File: src/rtl/ext_bus_pkg.sv
// Shared types and helpers for the external-bus sequencer.
package ext_bus_pkg;

  // Sequencer states: address phases, strobe phase, then a turnaround cycle.
  typedef enum logic [1:0] {
    IDLE = 2'd0,
    ADDR = 2'd1,
    DATA = 2'd2,
    DONE = 2'd3
  } state_e;

  // Integer ceiling divide, used to size the number of address phases.
  function automatic int ceil_div(input int num, input int den);
    return (num + den - 1) / den;
  endfunction

endpackage

File: src/rtl/ext_bus_wait_timer.sv
// Data-phase timer: counts programmed wait states, then counts stalled
// cycles on the final data cycle and flags a timeout when they run out.
module ext_bus_wait_timer
  import ext_bus_pkg::*;
#(
  parameter int TO_W   = 8,
  parameter int WAIT_W = 4
) (
  input  logic              clk,
  input  logic              rst,
  input  logic              load,
  input  logic              run,
  input  logic [WAIT_W-1:0] cfg_wait,
  input  logic              bus_wait,
  output logic              last,
  output logic              done,
  output logic              timeout
);

  logic [WAIT_W-1:0] wait_cnt_r;
  logic [TO_W-1:0]   to_cnt_r;

  // Final counted cycle once the programmed wait states are used up.
  assign last    = (wait_cnt_r == {WAIT_W{1'b0}});
  // Normal end: final cycle with the external stall released.
  assign done    = run & last & ~bus_wait;
  // Forced end: the stall counter is exhausted and the stall is still held.
  assign timeout = run & last & bus_wait & (to_cnt_r == {TO_W{1'b1}});

  // Wait-state countdown first, then stall counting on the final cycle only.
  always_ff @(posedge clk or posedge rst) begin
    if (rst) begin
      wait_cnt_r <= {WAIT_W{1'b0}};
      to_cnt_r   <= {TO_W{1'b0}};
    end else if (load) begin
      wait_cnt_r <= cfg_wait;
      to_cnt_r   <= {TO_W{1'b0}};
    end else if (run && !last) begin
      wait_cnt_r <= wait_cnt_r - WAIT_W'(1);
    end else if (run && bus_wait) begin
      to_cnt_r   <= to_cnt_r + TO_W'(1);
    end
  end

endmodule

File: src/rtl/ext_bus_sequencer.sv
// External-bus master: turns one core request into multiplexed address
// phases followed by a read or write strobe phase on the pad bus.
module ext_bus_sequencer
  import ext_bus_pkg::*;
#(
  parameter  int DATA_W      = 16,
  parameter  int ADDR_W      = 32,
  parameter  int WAIT_W      = 4,
  parameter  int TO_W        = 8,
  localparam int ADDR_PHASES = ceil_div(ADDR_W, DATA_W)
) (
  input  logic                   clk,
  input  logic                   rst,
  input  logic                   req_valid,
  output logic                   req_ready,
  input  logic                   req_write,
  input  logic [ADDR_W-1:0]      req_addr,
  input  logic [DATA_W-1:0]      req_wdata,
  input  logic [WAIT_W-1:0]      cfg_wait,
  output logic                   rsp_valid,
  output logic                   rsp_err,
  output logic [DATA_W-1:0]      rsp_rdata,
  input  logic [DATA_W-1:0]      bus_din,
  input  logic                   bus_wait,
  output logic [DATA_W-1:0]      bus_dout,
  output logic [ADDR_PHASES-1:0] bus_le,
  output logic                   bus_rw,
  output logic                   bus_rd,
  output logic                   bus_oeb
);

  localparam int PH_W  = (ADDR_PHASES > 1) ? $clog2(ADDR_PHASES) : 1;
  localparam int EXT_W = ADDR_PHASES * DATA_W;
  localparam logic [PH_W-1:0] LAST_PH = PH_W'(ADDR_PHASES - 1);

  state_e                 state_r, state_s;
  logic [PH_W-1:0]        phase_r, phase_s;
  logic [EXT_W-1:0]       addr_r, addr_s, req_addr_ext_s;
  logic [DATA_W-1:0]      wdata_r, wdata_s;
  logic                   write_r, write_s;
  logic                   req_ready_r, req_ready_s;
  logic                   rsp_valid_r, rsp_valid_s;
  logic                   rsp_err_r, rsp_err_s;
  logic [DATA_W-1:0]      rsp_rdata_r, rsp_rdata_s;
  logic [DATA_W-1:0]      bus_dout_r, bus_dout_s;
  logic [ADDR_PHASES-1:0] bus_le_r, bus_le_s;
  logic                   bus_rw_r, bus_rw_s;
  logic                   bus_rd_r, bus_rd_s;
  logic                   accept_s, run_s, last_s, done_s, timeout_s;

  assign accept_s = (state_r == IDLE) & req_valid & req_ready_r;
  assign run_s    = (state_r == DATA);

  ext_bus_wait_timer #(
    .TO_W   (TO_W),
    .WAIT_W (WAIT_W)
  ) u_timer (
    .clk      (clk),
    .rst      (rst),
    .load     (accept_s),
    .run      (run_s),
    .cfg_wait (cfg_wait),
    .bus_wait (bus_wait),
    .last     (last_s),
    .done     (done_s),
    .timeout  (timeout_s)
  );

  // Zero-extend the incoming address to a whole number of bus phases.
  always_comb begin
    req_addr_ext_s               = {EXT_W{1'b0}};
    req_addr_ext_s[ADDR_W-1:0]   = req_addr;
  end

  // Next-state and next-output logic; outputs are registered one stage later.
  always_comb begin
    state_s     = state_r;
    phase_s     = phase_r;
    addr_s      = addr_r;
    wdata_s     = wdata_r;
    write_s     = write_r;
    req_ready_s = 1'b0;
    rsp_valid_s = 1'b0;
    rsp_err_s   = 1'b0;
    rsp_rdata_s = rsp_rdata_r;
    bus_dout_s  = bus_dout_r;
    bus_le_s    = {ADDR_PHASES{1'b0}};
    bus_rw_s    = 1'b0;
    bus_rd_s    = 1'b0;
    case (state_r)
      IDLE: begin
        if (accept_s) begin
          addr_s      = req_addr_ext_s;
          wdata_s     = req_wdata;
          write_s     = req_write;
          phase_s     = {PH_W{1'b0}};
          bus_le_s[0] = 1'b1;
          bus_dout_s  = req_addr_ext_s[DATA_W-1:0];
          state_s     = ADDR;
        end else begin
          req_ready_s = 1'b1;
        end
      end
      ADDR: begin
        if (phase_r == LAST_PH) begin
          state_s = DATA;
          if (write_r) begin
            bus_rw_s   = 1'b1;
            bus_dout_s = wdata_r;
          end else begin
            bus_rd_s   = 1'b1;
          end
        end else begin
          phase_s           = phase_r + PH_W'(1);
          bus_le_s[phase_s] = 1'b1;
          bus_dout_s        = addr_r[int'(phase_s) * DATA_W +: DATA_W];
        end
      end
      DATA: begin
        if (done_s || timeout_s) begin
          state_s     = DONE;
          rsp_valid_s = 1'b1;
          rsp_err_s   = timeout_s;
          // A timed-out read leaves the previous read data in place.
          if (!write_r && last_s && !timeout_s) begin
            rsp_rdata_s = bus_din;
          end else begin
            rsp_rdata_s = rsp_rdata_r;
          end
        end else begin
          bus_rw_s = write_r;
          bus_rd_s = ~write_r;
        end
      end
      DONE: begin
        state_s     = IDLE;
        req_ready_s = 1'b1;
      end
      default: begin
        state_s     = IDLE;
        req_ready_s = 1'b1;
      end
    endcase
  end

  // State, capture and output registers; reset aborts any transaction.
  always_ff @(posedge clk or posedge rst) begin
    if (rst) begin
      state_r     <= IDLE;
      phase_r     <= {PH_W{1'b0}};
      addr_r      <= {EXT_W{1'b0}};
      wdata_r     <= {DATA_W{1'b0}};
      write_r     <= 1'b0;
      req_ready_r <= 1'b1;
      rsp_valid_r <= 1'b0;
      rsp_err_r   <= 1'b0;
      rsp_rdata_r <= {DATA_W{1'b0}};
      bus_dout_r  <= {DATA_W{1'b0}};
      bus_le_r    <= {ADDR_PHASES{1'b0}};
      bus_rw_r    <= 1'b0;
      bus_rd_r    <= 1'b0;
    end else begin
      state_r     <= state_s;
      phase_r     <= phase_s;
      addr_r      <= addr_s;
      wdata_r     <= wdata_s;
      write_r     <= write_s;
      req_ready_r <= req_ready_s;
      rsp_valid_r <= rsp_valid_s;
      rsp_err_r   <= rsp_err_s;
      rsp_rdata_r <= rsp_rdata_s;
      bus_dout_r  <= bus_dout_s;
      bus_le_r    <= bus_le_s;
      bus_rw_r    <= bus_rw_s;
      bus_rd_r    <= bus_rd_s;
    end
  end

  assign req_ready = req_ready_r;
  assign rsp_valid = rsp_valid_r;
  assign rsp_err   = rsp_err_r;
  assign rsp_rdata = rsp_rdata_r;
  assign bus_dout  = bus_dout_r;
  assign bus_le    = bus_le_r;
  assign bus_rw    = bus_rw_r;
  assign bus_rd    = bus_rd_r;
  // Pads drive only while an address phase or a write strobe is active.
  assign bus_oeb   = ~(bus_rw_r | (|bus_le_r));

endmodule

File: config.mk
export PLATFORM = sky130hd
export DESIGN_NAME = ext_bus_sequencer
export DESIGN_NICKNAME = d
export VERILOG_FILES = /design/src/rtl/ext_bus_pkg.sv /design/src/rtl/ext_bus_wait_timer.sv /design/src/rtl/ext_bus_sequencer.sv
export SDC_FILE = /design/constraint.sdc
export NUM_CORES = 1
export LEC_CHECK = 0
export CORE_MARGIN = 5
export CORE_UTILIZATION = 45
export DETAILED_ROUTE_END_ITERATION = 6
export PLACE_DENSITY = 0.76
export SETUP_SLACK_MARGIN = 0.5
export SLEW_MARGIN = 20
export SYNTH_ARGS = -nofsm -noshare
export SYNTH_HDL_FRONTEND = slang
export SYNTH_HIERARCHICAL = 1
export SYNTH_SLANG_ARGS = --single-unit
File: constraint.sdc
create_clock -name clk -period 3.7 [get_ports clk]
set_input_delay 0.74 -clock clk [delete_from_list [all_inputs] [get_ports clk]]
set_output_delay 0.74 -clock clk [all_outputs]
set_load 0.05 [all_outputs]
==> impl_metrics.json <==
{
  "ys_ff_latch": 87,
  "wirelength_mm": 8.89,
  "fmax_ghz": 0.354,
  "vias_per_cell": 5.23,
  "rsz0062_at_grt": "no",
  "firstDrtPassIters": 4,
  "cts_setup_buffers": 0,
  "regArea_um2": 2180,
  "grt_pass1_vias": 3057,
  "insertion_delay_ps": 340,
  "overflow": 0,
  "fillers": 709,
  "drtAntennaViolNets": 0,
  "drt_iter0_drc": 93,
  "fp.dieH_um": 104,
  "synth_ff_type": "dfrtp_1",
  "ctsHoldBuffers": 0,
  "leakage_nw": 2.39,
  "finalMaxSlewViolations": 0,
  "synthToLayoutAreaGrowth_pct": 34.8,
  "r2r-start": "u_timer/wait_cnt_r[0]",
  "cp.arrival_ps": 3060,
  "synth_area_um2": 3960,
  "dp_hpwl_mm": 6.41,
  "ys_async_sr_fraction_pct": 100,
  "ios": 113,
  "stdcell_area_um2": 5340,
  "finalCritPeriodShare_pct": 76.4,
  "peakVddDrop_uv": 330,
  "hold_violations": 0,
  "status": "finished, final reports clean",
  "setup_viol": 0,
  "die_width_um": 104,
  "synth_cells": 310,
  "rr_endpoint": "rsp_rdata[13]",
  "holdCritStartpoint": "addr_r[17]",
  "antenna_cells": 0,
  "synth-edff-count": 0,
  "grt_max_degree": 46,
  "cp_max_fo": 21,
  "period_needed_ps": 2830,
  "drive_above_1_share_pct": 22.8,
  "port-buffer-count": 112,
  "hold_path.class": "flip-flop to flip-flop",
  "required_ps": 3930,
  "hold_depth": 1,
  "path_class": "flip-flop to flip-flop",
  "gp_congestion": 0.758,
  "grt.total_usage_pct": 16.7,
  "wl_per_cell_um": 16.7,
  "ys_types": 39,
  "relSlewSlack_pct": 28.4,
  "multi_input_area_um2": 1630,
  "drv_cap": 0,
  "antenna_found_initial": 0,
  "cts.repair.resized": 0,
  "reg2regPathDepth": 7,
  "start_kind": "flip-flop",
  "vias": 2787,
  "dpl-instance-area_um2": 5160,
  "cts_tree": "yes",
  "core_area_um2": 8640,
  "seq_area_frac_synth_pct": 55.0,
  "yosys_warnings": 6,
  "r2r_slack_ps": 870,
  "syn_nets": 389,
  "power_density_nw_per_um2": 759,
  "die_area_um2": 10800,
  "syn_area_per_cell_um2": 12.8,
  "hold_end": "addr_r[17]",
  "root_buffer": "clkbuf_8",
  "layout.nets": 499,
  "row_count": 34,
  "clk_path_buf_depth": 2,
  "drc": 0,
  "initial_core_util_pct": 45.9,
  "numCtsBuffers": 9,
  "setup_tns_ps": 0,
  "grt_pass1_wl_mm": 15.0,
  "endpoint_kind": "flip-flop",
  "crit_start": "u_timer/wait_cnt_r[0]",
  "cts.reportedPaths.clkPinSlew_ps": 80,
  "h-tree-depth": 3,
  "tightest_slew_ps": 1070,
  "cts_sinks": 87,
  "fin_worst_skew_ps": 6.86
}
-- Yosys cell counts (4+ instances only) --
master    count  area share [%]
a21oi_1      25             3.2
clkbuf_1      7            0.66
dfrtp_1      86              54
mux2_4       10             3.8
mux2_2       59              17
nor2_1       24             2.3
buf_2         6            0.76
o31ai_1       4            0.76
inv_1        12             1.1
nand3_1       4            0.51
mux2i_1      16             4.0
o21ai_0       6            0.76
or4_1         4            0.76
ha_1          6             1.9
nand2_1       6            0.57
-- flip-flops by register name, summed over array words and instances (netlist names) --
signal              count
phase_r                 1
bus_rd                  1
bus_le                  2
addr_r                 16
wdata_r                16
bus_rw                  1
u_timer/wait_cnt_r      4
rsp_rdata              16
write_r                 1
rsp_valid               1
rsp_err                 1
u_timer/to_cnt_r        8
bus_dout               16
req_ready               1
state_r                 2
-- report_power, final --
group / leakage [nW] / switching, mW / total (mW) / internal (mW)
Combinational: 1.20 / 1.01 / 1.93 / 0.923
Sequential: 1.10 / 0.242 / 1.54 / 1.30
Clock: 0.0894 / 0.339 / 0.584 / 0.245
-- layout make-up --
class | count | area share (%)
Timing Repair Buffer | 116 | 22.0
Clock inverter | 7 | 0.914
Inverter | 12 | 0.843
Clock buffer | 9 | 2.32
Multi-Input combinational cell | 194 | 30.6
Sequential cell | 87 | 40.8
Tap cell | 108 | 2.53
-- kinds of logic (layout without fill, tap and decap cells) --
group                      Yosys count  count (layout)  synth area share, %
muxes                               85              85                 24.6
DFF                                 87              87                 55.0
and+or+nand+nor                     61              61                 8.09
adders and majority gates            6               6                 1.90
AOI/OAI and AO/OA                   42              42                 6.51
buffers and inverters               29             144                 3.92
-- per-stage QoR --
step | worst slack, ps | instances | power (mW) | util, % | hold slack [ps]
2_1_floorplan | 991 | 310 | 2.98 | - | 461
3_3_place_gp | 644 | 517 | 3.45 | 59.8 | 488
3_5_place_dp | 622 | 517 | 3.50 | 59.8 | 495
4_1_cts | 673 | 533 | 4.09 | 61.8 | 514
5_1_grt | 692 | 533 | 4.31 | 61.9 | 529
6_report | 873 | 533 | 4.06 | 61.9 | 512
-- worst max path at each step --
stage,endpoint,slack (ps),depth (start not counted)
floorplan,rsp_rdata[0],990,10
global placement,rsp_rdata[8],640,7
detailed placement,rsp_rdata[13],620,7
CTS,rsp_rdata[13],670,7
global route,rsp_rdata[13],690,7
finish,rsp_rdata[13],870,7
-- critical path, cell delays in order (launching register included) --
cell and delay [ps]:
dfrtp_1 400, inv_1 80, ha_1 200, or3b_1 620
nor3b_1 400, nand4b_1 200, nor2_4 400, mux2_2 390
-- cell usage in the layout (no fill, tap or decap), types with 2 or more instances in the layout --
| master | netlist | routed |
|---|---|---|
| clkdlybuf4s50_1 | 0 | 112 |
| ha_1 | 6 | 6 |
| clkbuf_8 | 0 | 9 |
| nor2b_1 | 2 | 2 |
| buf_4 | 0 | 2 |
| a21oi_1 | 25 | 25 |
| dfrtp_1 | 86 | 86 |
| buf_12 | 1 | 2 |
| nand2_1 | 6 | 6 |
| or4_1 | 4 | 4 |
| mux2i_1 | 16 | 16 |
| o21ai_0 | 6 | 6 |
| nand4_1 | 3 | 3 |
| nor4_1 | 2 | 2 |
| clkinv_2 | 0 | 3 |
| and2_1 | 2 | 2 |
| inv_1 | 12 | 11 |
| nor2_1 | 24 | 24 |
| clkinv_4 | 0 | 2 |
| or3_1 | 2 | 2 |
| nand3_1 | 4 | 4 |
| mux2_2 | 59 | 59 |
| nor3b_1 | 2 | 2 |
| mux2_4 | 10 | 10 |
| nor3_1 | 2 | 2 |
| o31ai_1 | 4 | 4 |
-- per-layer routing --
layer | wire (um) | track usage (%)
met5 | 0 | 0
met1 | 4020 | 21.8
met3 | 505 | 4.42
met2 | 4240 | 27.1
met4 | 120 | 5.74
Power figures use the tool's default switching activity.
